==> src/rtl/bcd_convert_scheduler.sv <==
// bcd_convert_scheduler: round-robin arbiter that time-shares one external
// 14-bit binary-to-BCD converter among NUM_CH requesters. Each value is
// clamped to MAX_VAL, the converter is started with a one-cycle pulse, and
// the result is parked in a per-channel BCD holding register. A converter
// that never returns to idle is abandoned after TIMEOUT cycles in WAIT and
// flags a sticky error.

// Per-channel BCD holding register, rewritten only on its own completion.
module bcd_convert_slice (
  input  logic        clk,
  input  logic        reset,
  input  logic        wr_en,
  input  logic [15:0] wr_data,
  output logic [15:0] bcd_q
);
  logic [15:0] bcd_d;

  // Hold unless this channel's conversion just completed.
  always_comb begin
    bcd_d = bcd_q;
    if (wr_en) bcd_d = wr_data;
  end

  // Holding register.
  always_ff @(posedge clk) begin
    if (reset) bcd_q <= '0;
    else       bcd_q <= bcd_d;
  end
endmodule

module bcd_convert_scheduler #(
  parameter int NUM_CH  = 4,
  parameter int MAX_VAL = 9999,
  parameter int TIMEOUT = 40
) (
  input  logic                 clk,
  input  logic                 reset,
  input  logic [NUM_CH-1:0]    req,
  input  logic [NUM_CH*14-1:0] value,
  output logic [NUM_CH-1:0]    ack,
  output logic [NUM_CH-1:0]    done,
  output logic [NUM_CH*16-1:0] bcd,
  output logic                 busy,
  output logic                 err,
  output logic                 conv_start,
  output logic [13:0]          conv_in,
  input  logic [1:0]           conv_state,
  input  logic [15:0]          conv_bcd
);
  localparam int          CH_W  = (NUM_CH > 1) ? $clog2(NUM_CH) : 1;
  localparam int          CNT_W = $clog2(TIMEOUT + 1);
  localparam logic [13:0] MAX14 = 14'(MAX_VAL);

  typedef enum logic [1:0] {S_ARB = 2'd0, S_START = 2'd1, S_WAIT = 2'd2} state_e;

  state_e             state_q, state_d;
  logic [CH_W-1:0]    last_q, last_d;
  logic [CH_W-1:0]    cur_q, cur_d;
  logic [13:0]        conv_in_q, conv_in_d;
  logic [CNT_W-1:0]   cnt_q, cnt_d;
  logic               err_q, err_d;
  logic [NUM_CH-1:0]  done_q, done_d;

  logic               gnt_vld;
  logic [CH_W-1:0]    gnt_idx;
  logic [13:0]        gnt_val;
  logic [13:0]        gnt_clamp;
  logic               wr_en;
  int                 idx;

  // Round-robin scan starting just after the last granted channel.
  always_comb begin
    gnt_vld = 1'b0;
    gnt_idx = '0;
    idx     = 0;
    for (int k = 1; k <= NUM_CH; k++) begin
      idx = int'(last_q) + k;
      if (idx >= NUM_CH) idx = idx - NUM_CH;
      if (!gnt_vld && req[idx]) begin
        gnt_vld = 1'b1;
        gnt_idx = CH_W'(idx);
      end
    end
  end

  // Select the granted operand and clamp it (unsigned 14-bit compare).
  always_comb begin
    gnt_val   = value[int'(gnt_idx)*14 +: 14];
    gnt_clamp = (gnt_val > MAX14) ? MAX14 : gnt_val;
  end

  // Scheduler FSM: next state, grant/start pulses, completion and timeout.
  always_comb begin
    state_d    = state_q;
    last_d     = last_q;
    cur_d      = cur_q;
    conv_in_d  = conv_in_q;
    cnt_d      = cnt_q;
    err_d      = err_q;
    done_d     = '0;
    ack        = '0;
    conv_start = 1'b0;
    wr_en      = 1'b0;
    unique case (state_q)
      S_ARB: begin
        if (gnt_vld && !reset) begin
          ack[gnt_idx] = 1'b1;
          conv_in_d    = gnt_clamp;
          cur_d        = gnt_idx;
          last_d       = gnt_idx;
          state_d      = S_START;
        end
      end
      S_START: begin
        conv_start = !reset;
        cnt_d      = '0;
        state_d    = S_WAIT;
      end
      S_WAIT: begin
        // Saturate so a stuck converter cannot wrap the counter.
        if (cnt_q != CNT_W'(TIMEOUT)) cnt_d = cnt_q + 1'b1;
        if (conv_state == 2'b00) begin
          wr_en         = 1'b1;
          done_d[cur_q] = 1'b1;
          state_d       = S_ARB;
        end else if (cnt_q == CNT_W'(TIMEOUT)) begin
          // Acked request is dropped; its slice keeps the old result.
          err_d   = 1'b1;
          state_d = S_ARB;
        end
      end
      default: state_d = S_ARB;
    endcase
  end

  // State and datapath registers.
  always_ff @(posedge clk) begin
    if (reset) begin
      state_q   <= S_ARB;
      last_q    <= CH_W'(NUM_CH - 1);
      cur_q     <= '0;
      conv_in_q <= '0;
      cnt_q     <= '0;
      err_q     <= 1'b0;
      done_q    <= '0;
    end else begin
      state_q   <= state_d;
      last_q    <= last_d;
      cur_q     <= cur_d;
      conv_in_q <= conv_in_d;
      cnt_q     <= cnt_d;
      err_q     <= err_d;
      done_q    <= done_d;
    end
  end

  genvar i;
  generate
    for (i = 0; i < NUM_CH; i++) begin : g_slice
      bcd_convert_slice u_slice (
        .clk     (clk),
        .reset   (reset),
        .wr_en   (wr_en && (cur_q == CH_W'(i))),
        .wr_data (conv_bcd),
        .bcd_q   (bcd[16*i +: 16])
      );
    end
  endgenerate

  assign done    = done_q;
  assign err     = err_q;
  assign conv_in = conv_in_q;
  assign busy    = (state_q != S_ARB);
endmodule

==> config.mk <==
export PLATFORM = sky130hd
export DESIGN_NAME = bcd_convert_scheduler
export DESIGN_NICKNAME = d
export VERILOG_FILES = /design/src/rtl/bcd_convert_scheduler.sv
export SDC_FILE = /design/constraint.sdc
export NUM_CORES = 1
export LEC_CHECK = 0
export CAP_MARGIN = 0
export CELL_PAD_IN_SITES_DETAIL_PLACEMENT = 0
export CELL_PAD_IN_SITES_GLOBAL_PLACEMENT = 1
export CORE_MARGIN = 5
export CORE_UTILIZATION = 30
export CTS_CLUSTER_SIZE = 10
export DETAILED_ROUTE_END_ITERATION = 8
export PLACE_DENSITY = 0.88
export SLEW_MARGIN = 20
export SYNTH_ARGS = -nofsm -noshare
export SYNTH_HDL_FRONTEND = slang
export SYNTH_SLANG_ARGS = --single-unit
==> constraint.sdc <==
create_clock -name clk -period 2.6 [get_ports clk]
set_input_delay 0.52 -clock clk [delete_from_list [all_inputs] [get_ports clk]]
set_output_delay 0.52 -clock clk [all_outputs]
set_load 0.02 [all_outputs]
# After elaboration in Yosys (flattened, before gate mapping)
# Cells that the tools add are included.
[word_totals]
ff_bits = 95
input_bits = 80
output_inout_bits = 89
[classes]
n_addsub = 9
n_mul = 1
n_lt_le_gt_ge = 13
eq_ne = 10
shift = 1
n_mux = 40
bitwise_logic = 2
n_reduce_logical = 24
[op_table]
columns = ["cell", "n"]
rows = [
  ["less-than comparator 32 x 4 -> 1 bit (second input constant)", 4],
  ["2-to-1 mux 32 bit", 4],
  ["indexed part select 56 x 7 -> 14 bit", 1],
  ["2-to-1 mux 1 bit", 17],
  ["> comparator 14 bit (second input constant)", 1],
  ["2-to-1 mux 14 bit", 1],
  ["2-to-1 mux 2 bit", 7],
  ["case mux 6 bit (2 select lines)", 1],
  ["subtractor 3 x 3 -> 4 bit (second input constant)", 3],
  ["logical AND 1 bit", 10],
  ["greater-or-equal comparator 3 bit (second input constant)", 3],
  ["binary-select mux 1 bit (select 2 bit)", 4],
  ["2-to-1 mux 4 bit", 2],
  ["adder 2 x 2 -> 3 bit (second input constant)", 2],
  ["adder 6 x 1 -> 6 bit (second input constant)", 1],
  ["equality test 2 bit (second input constant)", 3],
  ["equality test 6 bit (second input constant)", 1],
  ["zero test 2 bit", 3],
  ["less-than comparator 2 x 3 -> 1 bit (second input constant)", 2],
  ["2-to-1 mux 6 bit", 1],
  ["inequality test 6 bit (second input constant)", 1],
  ["case mux 2 bit (3 select lines)", 1],
  ["AND reduction 2 bit", 3],
  ["multiplier 2 x 3 -> 5 bit (second input constant)", 1],
  ["14 further kinds", 23],
]

# Longest topological paths before layout
# Gate-level depths: netlist of run 1.
[logic_depth]
word_depth = 22
ltp_mapped = 10

# Hierarchy
# From an unflattened synthesis of run 1, not the netlist that was laid out.
[unflattened]
hier_cells = 444
area_unflattened_um2 = 4344.2
[by_module_without_submodules]
columns = ["mod", "instances", "cells_per_inst", "area_each_um2"]
rows = [
  ["bcd_convert_slice", 4, 52, 580.6],
  ["bcd_convert_scheduler", 1, 236, 2021.9],
]

# Worst setup path before layout of run 1
# OpenSTA, ideal clock, no wires.
[synth_timing]
kind = "input to output"
startpoint = "in req[3]"
endpoint = "out ack[0]"
arrival_time_ns = 1.985
required_time_ns = 2.080
setup_slack_ns = 0.095
stages = 7
path_cell_list = "and2_4 -> o22a_2 -> and2_4 -> buf_12 -> buf_12 -> buf_2 -> nor3_1"
[synth_via]
elab_chain_len = 19
word_cells_on_any_way = 34
[synth_lines]
columns = ["element", "line_no", "source"]
rows = [
  ["start: declaration", "38", "input logic [NUM_CH-1:0] req,"],
  ["binary-select mux 1 bit (select 2 bit)", "79", "if (!gnt_vld && req[idx]) begin"],
  ["2-to-1 mux 1 bit (implied by the code) (2 in series)", "79", ""],
  ["2-to-1 mux 1 bit", "79", ""],
  ["zero test 1 bit", "79", ""],
  ["logical AND 1 bit", "79", ""],
  ["2-to-1 mux 1 bit", "79", ""],
  ["zero test 1 bit", "79", ""],
  ["logical AND 1 bit", "79", ""],
  ["(+2 left out)", "n/a", ""],
  ["logical AND 1 bit", "79", ""],
  ["2-to-1 mux 2 bit", "79", ""],
  ["less-than comparator 2 x 3 -> 1 bit (implied by the code) or greater-or-equal comparator 2 x 1 -> 1 bit (tied branches)", "107", "ack[gnt_idx] = 1'b1;"],
  ["logical AND 1 bit (implied by the code)", "107", ""],
  ["2-to-1 mux 1 bit (implied by the code)", "107", ""],
  ["demux 1 bit (select 2 bit)", "107", ""],
  ["2-to-1 mux 4 bit (*)", "106", "if (gnt_vld && !reset) begin"],
  ["2-to-1 mux 4 bit (*)", "104", "unique case (state_q)"],
  ["end: declaration", "40", "output logic [NUM_CH-1:0] ack,"],
]
# Every way passes the cells marked *; elsewhere a longest branch is shown, timed or not. The select of a mux whose other input is x is not followed.

# Worst setup path in the final report of run 1
[layout_timing]
startpoint = "in req[0]"
endpoint = "reg conv_in_q[6], in the netlist conv_in[6]"
[layout_via]
elab_chain_len = 17
word_cells_on_any_way = 32
[layout_lines]
columns = ["element", "line_no", "source"]
rows = [
  ["binary-select mux 1 bit (select 2 bit)", "79", ""],
  ["2-to-1 mux 1 bit (implied by the code) (2 in series)", "79", ""],
  ["2-to-1 mux 1 bit", "79", ""],
  ["zero test 1 bit", "79", ""],
  ["logical AND 1 bit", "79", ""],
  ["2-to-1 mux 1 bit", "79", ""],
  ["zero test 1 bit", "79", ""],
  ["logical AND 1 bit", "79", ""],
  ["2-to-1 mux 1 bit", "79", ""],
  ["zero test 1 bit", "79", ""],
  ["logical AND 1 bit", "79", ""],
  ["2-to-1 mux 2 bit", "79", ""],
  ["multiplier 2 x 3 -> 5 bit", "88", "gnt_val = value[int'(gnt_idx)*14 +: 14];"],
  ["indexed part select 56 x 7 -> 14 bit", "88", ""],
  ["> comparator 14 bit", "89", "gnt_clamp = (gnt_val > MAX14) ? MAX14 : gnt_val;"],
  ["2-to-1 mux 14 bit", "89", ""],
  ["end signal: assignment", "150", "conv_in_q <= conv_in_d;"],
  ["end: declaration", "59", "logic [13:0] conv_in_q, conv_in_d;"],
]
# Several ways; a longest one is shown, not always the timed one. The select of a mux whose other input is x is not followed.
# A chain may end at the register's enable or synchronous reset.

==> flow_summary_export.csv, run 1 <==
group,metric,value,unit
final_layout,layout_common_cells,"nand2_1 (169), clkdlybuf4s50_1 (159), dfxtp_1 (95)",
clock_tree,root_buffer,"clkbuf_16",
route,dr.pass1.iters,5,
power,swShare,28.84,%
power,pwr-share-seq,38.2,%
job,maxCapViolations,0,
grt,grt-ovfl-total,0,
sta,final-setup-viol-count,0,
worst_setup_path,cp_max_fo,9,
route,drc,0,
final_layout,drive_gt1_share,15.45,%
synthesis,synth_edf_count,0,
sta,skew,0.006466,ns
worst_setup_path,end_kind,"flop",
floorplanning,die_h,128.6,µm
sta,timing.final.crit_share,97.52,%
clock_tree,ctsHoldBuffers,0,
floorplanning,io_pins,169,
sta,min_period,2.535,ns
sta,slew_violations,0,
grt,antenna_found_initial,0,
clock_tree,cts_buffer_depth,2,
final_layout,layout.cells.most_common,"nand2_1",
synthesis,syn_area_per_cell,7.823,µm²
power,internal_power,0.002921,W
place,numPortBuffers,168,
power,powerDensity,603.2,nW/µm²
floorplanning,die_w,128.6,µm
final_layout,antenna_cells,0,
min_path,hp-class,"reg2reg",
synthesis,syn_area,4217,µm²
power,combinationalPowerShare,26.0,%
synthesis,synthFlopType,"dfxtp_1",
floorplanning,die_area,16530,µm²
synthesis,syn_inst,539,
synthesis,yosysSeqAreaShare,45.10,%
synthesis,ys_ff_latch,95,
clock_tree,path_clk_slew,0.07,ns
grt,grt_pass1_vias,4437,
synthesis,async_reset_ff_share,0,%
final_layout,nNetsFinal,815,
sta,finalHoldViolations,0,
synthesis,ys_types,53,
place,preCtsSetupSlack,-0.6201,ns
power,power_frac_clock,35.8,%
worst_setup_path,required,2.84,ns
floorplanning,num_rows,43,
sta,slew-limit-headroom,41.58,%
power,p_leak,2.468,nW
route,wl_per_cell,15.47,µm
sta,tightest_slew,0.8763,ns
worst_setup_path,worst-setup-path-type,"in2reg",
floorplanning,core,13830,µm²
final_layout,finalInstanceArea,6805,µm²
route,ant_nets,0,
clock_tree,cts_htree_levels,3,
route,via_per_inst,4.882,
power,switchingPower,0.001184,W
clock_tree,clkLatencyLatePin,0.34,ns
clock_tree,cts.sinks,95,
final_layout,areaGrowthSynthToFinish,61.39,%
synthesis,ys.warnings.count,0,
route,drtIter0Drc,296,
place,globalplace.congestion,0.8528,
floorplanning,start_util,30.49,%
clock_tree,numCtsBuffers,9,
place,placed_area,6299,µm²
place,dp_hpwl,10420,µm
sta,rsz0062_at_grt,"true",
clock_tree,tritoncts,"built",
power,ir_drop,0.2905,mV
route,num_vias,4482,
synthesis,synth_nets,621,
worst_setup_path,arrival,2.77,ns
grt,grt_pass1_wl,22050,µm
worst_setup_path,crit_path_start_kind,"input port",
grt,grt_start_max_net_pins,84,
route,drt-total-wl,14200,µm
grt,grtUsageTotal,16.50,%
sta,worst_slack,0.06460,ns
sta,timing.fmax,394.4,MHz
outcome,run_status,"completed",
-- Yosys cell counts, types with 2 or more instances --
cell type	n	area, µm²
nand2b_1	4	25.02
o32ai_1	2	17.52
or2_2	5	31.28
and3_1	6	37.54
a21oi_1	74	370.4
o21ai_0	8	40.04
a31oi_1	3	18.77
ha_1	2	25.02
a211oi_1	8	60.06
inv_1	6	22.52
a311oi_1	4	35.03
and2_4	2	17.52
a21boi_0	14	105.1
and2_1	2	12.51
nor2_1	26	97.59
o22ai_1	5	31.28
nand4_1	3	18.77
buf_2	2	10.01
a211oi_2	2	25.02
o221ai_1	2	17.52
mux2i_1	9	90.09
nor3_1	8	40.04
o211a_1	2	20.02
nand2_1	170	638.1
clkbuf_1	32	120.1
o41ai_1	2	17.52
a32o_1	2	20.02
buf_12	2	40.04
a32oi_1	4	35.03
a22oi_1	2	15.01
nand3_1	10	50.05
dfxtp_1	95	1902
-- final cells by class --
cell class,instances,area [µm²]
fillers,1284,7022
repair buffers,220,2082
clock inverters,7,108.9
flip-flops and latches,95,1902
clock buffers,9,225.2
multi-input cells,401,2240
inverters,6,22.52
well taps,180,225.2
-- path summary, 6_finish.rpt --
kind,start,end,slack [ns],cells after the start
worst max-delay path,req[0],conv_in[6],0.06,13
worst min-delay path,g_slice[1].u_slice.bcd_q[14],g_slice[1].u_slice.bcd_q[14],0.45,2
worst max register to register,last_q[1],conv_in[6],0.10,11
worst min register to register,g_slice[1].u_slice.bcd_q[14],g_slice[1].u_slice.bcd_q[14],0.45,2
-- worst max-delay path, cell delays in order --
cell and delay [ns]:
dlygate4sd2_1 0.27, buf_4 0.15, and3b_2 0.23, nor2_4 0.17, buf_4 0.14, and2_4 0.18, buf_12 0.14, a211oi_2 0.09
nor4_4 0.31, buf_4 0.16, buf_4 0.09, o21ai_2 0.07, a31o_2 0.25
-- sequential cells by signal, indices dropped and copies added, names as in the netlist --
name and count:
g_slice.u_slice.bcd_q 64, cnt_q 6, cur_q 2, state_q 2, conv_in 14, err 1, done 4, last_q 2
-- timing repair --
| item | CTS | global route |
|---|---|---|
| setup endpoints to repair | 17 | 11 |
| setup buffers | 3 | 1 |
| gates resized for setup | 39 | 14 |
| gates cloned | 0 | 2 |
| pin swaps | 3 | 1 |
-- kinds of logic after synthesis --
group                      share of synthesized area, %
buffers and inverters                             4.748
and+or+nand+nor                                   25.16
AOI/OAI and AO/OA                                 21.72
adders and majority gates                        0.5934
DFF                                               45.10
muxes                                             2.671
-- stage by stage --
stage	TNS (ns)	power, W	utilization (%)	hold WS (ns)	instances
global placement	-8.049	0.002535	45.55	0.4426	896
floorplan	0	0.002098	-	0.4963	539
detailed placement	-9.114	0.002554	45.55	0.4485	896
finish	0	0.004105	49.22	0.4529	918
global route	-0.06471	0.004297	49.22	0.4711	918
CTS	0	0.004081	48.73	0.4575	915
-- metal layers --
| metal | share of wire [%] | vias up | track usage, % |
|---|---|---|---|
| li1 | - | 2240 | - |
| met1 | 42 | 2052 | 19.81 |
| met2 | 48 | 166 | 28.10 |
| met3 | 7.7 | 24 | 4.400 |
| met4 | 2.3 | 0 | 6.547 |
| met5 | 0 | - | 0 |
-- power by group through the flow --
| stage | logic (W) | registers [W] | clock network (W) |
|---|---|---|---|
| after CTS | 0.00102 | 0.00156 | 0.00150 |
| after global placement | 0.000941 | 0.00159 | 0 |
| final | 0.00107 | 0.00157 | 0.00147 |
| after global routing | 0.00116 | 0.00157 | 0.00157 |
| after floorplan | 0.000464 | 0.00163 | 0 |
| after detailed placement | 0.000958 | 0.00160 | 0 |
(Power assumes the default switching activity.)
==> inputs of run 2 (changes only) <==
SKIP_CTS_REPAIR_TIMING = 1   (was unset)
==> run 2 against run 1 <==
Effect of this change: design area fell by 0.90%; die area did not move; utilization fell by 0.44 points; maximum frequency rose by 0.74%; setup slack improved by 0.019 ns; largest power group unchanged; clock power barely moved; total power fell by 1.5%; critical path depth fell by 8; clock-buffer cell count did not move; final cell count fell by 0.54%.
==> flow_summary_export.csv, run 2 (synthesized netlist as in run 1, its figures left out) <==
group,metric,value,unit
worst_setup_path,arrival,2.00,ns
place,dp_hpwl,10420,µm
final_layout,nNetsFinal,810,
worst_setup_path,crit_family,"simple AND/OR/NAND/NOR gates",
place,dpl.cell_count,896,
final_layout,largest-register,"g_slice.u_slice.bcd_q",
worst_setup_path,cp.buffers_inverters,1,
clock_tree,cts_htree_levels,3,
clock_tree,path_clk_slew,0.07,ns
clock_tree,cts_buffer_depth,2,
sta,fin_tns_setup,0,ns
grt,grt_pass1_vias,4390,
sta,tightest_slew,0.8604,ns
worst_setup_path,cp_cell_sequence,"mux2i_2, o22ai_4, or2_2, nor3_1, dlymetal6s2s_1",
worst_setup_path,crit_path_start_kind,"flop",
route,drc,0,
worst_setup_path,worst-setup-path-type,"reg2out",
worst_setup_path,end_kind,"output port",
worst_setup_path,cp_max_fo,4,
place,preCtsSetupSlack,-0.6201,ns
route,dr.pass1.iters,4,
final_layout,layout.cells.most_common,"nand2_1",
final_layout,finalInstanceArea,6744,µm²
power,power,0.004045,W
sta,worst_slack,0.08319,ns
worst_setup_path,required,2.08,ns
floorplanning,num_rows,43,
outcome,run_status,"completed",
grt,grt_pass1_wl,21620,µm
final_layout,layout_common_cells,"nand2_1 (170), clkdlybuf4s50_1 (159), dfxtp_1 (94)",
floorplanning,die_w,128.6,µm
route,via_per_inst,4.884,
floorplanning,core,13830,µm²
grt,grt-ovfl-total,0,
sta,final-setup-viol-count,0,
power,ir_drop,0.2904,mV
clock_tree,numCtsBuffers,9,
final_layout,areaGrowthSynthToFinish,59.94,%
sta,timing.final.crit_share,96.80,%
floorplanning,start_util,30.49,%
grt,grt_start_max_net_pins,84,
final_layout,largest_register_ffs,64,
job,maxCapViolations,0,
min_path,hp-class,"reg2reg",
place,placed_area,6299,µm²
clock_tree,tritoncts,"built",
floorplanning,die_area,16530,µm²
power,powerDensity,599.8,nW/µm²
final_layout,fin_cells,913,
sta,finalHoldViolations,0,
sta,timing.fmax,397.3,MHz
route,drtIter0Drc,266,
clock_tree,root_buffer,"clkbuf_16",
place,globalplace.congestion,0.8528,
sta,min_period,2.517,ns
worst_setup_path,slowest_delay,0.37,ns
clock_tree,clkLatencyLatePin,0.34,ns
sta,slew-limit-headroom,42.64,%
sta,skew,0.006322,ns
sta,slew_violations,0,
place,numPortBuffers,168,
grt,antenna_found_initial,0,
clock_tree,cts.sinks,95,
worst_setup_path,cp_slowest_cell,"dfxtp_2",
final_layout,drive_gt1_share,13.51,%
route,drt-total-wl,13870,µm
route,num_vias,4459,
floorplanning,io_pins,169,
final_layout,antenna_cells,0,
route,ant_nets,0,
floorplanning,die_h,128.6,µm
route,wl_per_cell,15.19,µm
power,p_leak,2.514,nW
grt,grtUsageTotal,16.19,%
## run 2: cell types whose count changed in the layout (fill, tap and decap cells not counted), moves of 2 or more
cell,before,now
a211oi_1,4,6
or2_2,3,5
dlymetal6s2s_1,0,7
buf_2,4,1
dlygate4sd2_1,2,0
clkdlybuf4s15_2,2,0
or2_4,2,0
a211oi_2,6,4
buf_4,47,45
## run 2: final timing paths
kind	to	cells after the start	slack [ns]	from
worst max-delay path	ack[2]	5	0.08	last_q[1]
worst min register to register	g_slice[1].u_slice.bcd_q[14]	2	0.45	g_slice[1].u_slice.bcd_q[14]
worst max register to register	conv_in[1]	11	0.13	last_q[1]
worst min-delay path	g_slice[1].u_slice.bcd_q[14]	2	0.45	g_slice[1].u_slice.bcd_q[14]
## run 2: final cells by class
cell class              instances  area, µm²
repair buffers                215       2058
clock inverters                 7      108.9
well taps                     180      225.2
fillers                      1279       7083
flip-flops and latches         95       1903
clock buffers                   9      225.2
multi-input cells             401       2201
inverters                       6      22.52
## run 2: stage by stage
stage	hold WS [ns]	utilization (%)
2_1_floorplan	0.4963	-
3_3_place_gp	0.4426	45.55
3_5_place_dp	0.4485	45.55
4_1_cts	0.4575	47.97
5_1_grt	0.4711	48.77
6_report	0.4528	48.77
## run 2: layer usage
metal	part of all wire [%]	vias up	track usage, %
met2	48	163	27.70
met5	0	-	0
met1	41	2036	19.42
met3	8.0	24	4.234
li1	-	2236	-
met4	2.3	0	6.300
## run 2: tightest hold or removal path: stages, from the launching register on
cell	delay (ns)
dfxtp_1	0.31
nand2_1	0.05
a21oi_1	0.05
## run 2: report_power, final
group / internal, W / switching (W)
clock: 0.000865 / 0.000606
combinational: 0.000504 / 0.000504
sequential: 0.00152 / 0.0000500
total: 0.00288 / 0.00116
==> inputs of run 3 (changes only) <==
HOLD_SLACK_MARGIN = 0.03   (was unset)
==> results of run 3 <==
Same layout as run 2: the final DEF is identical, and so are final timing and power.
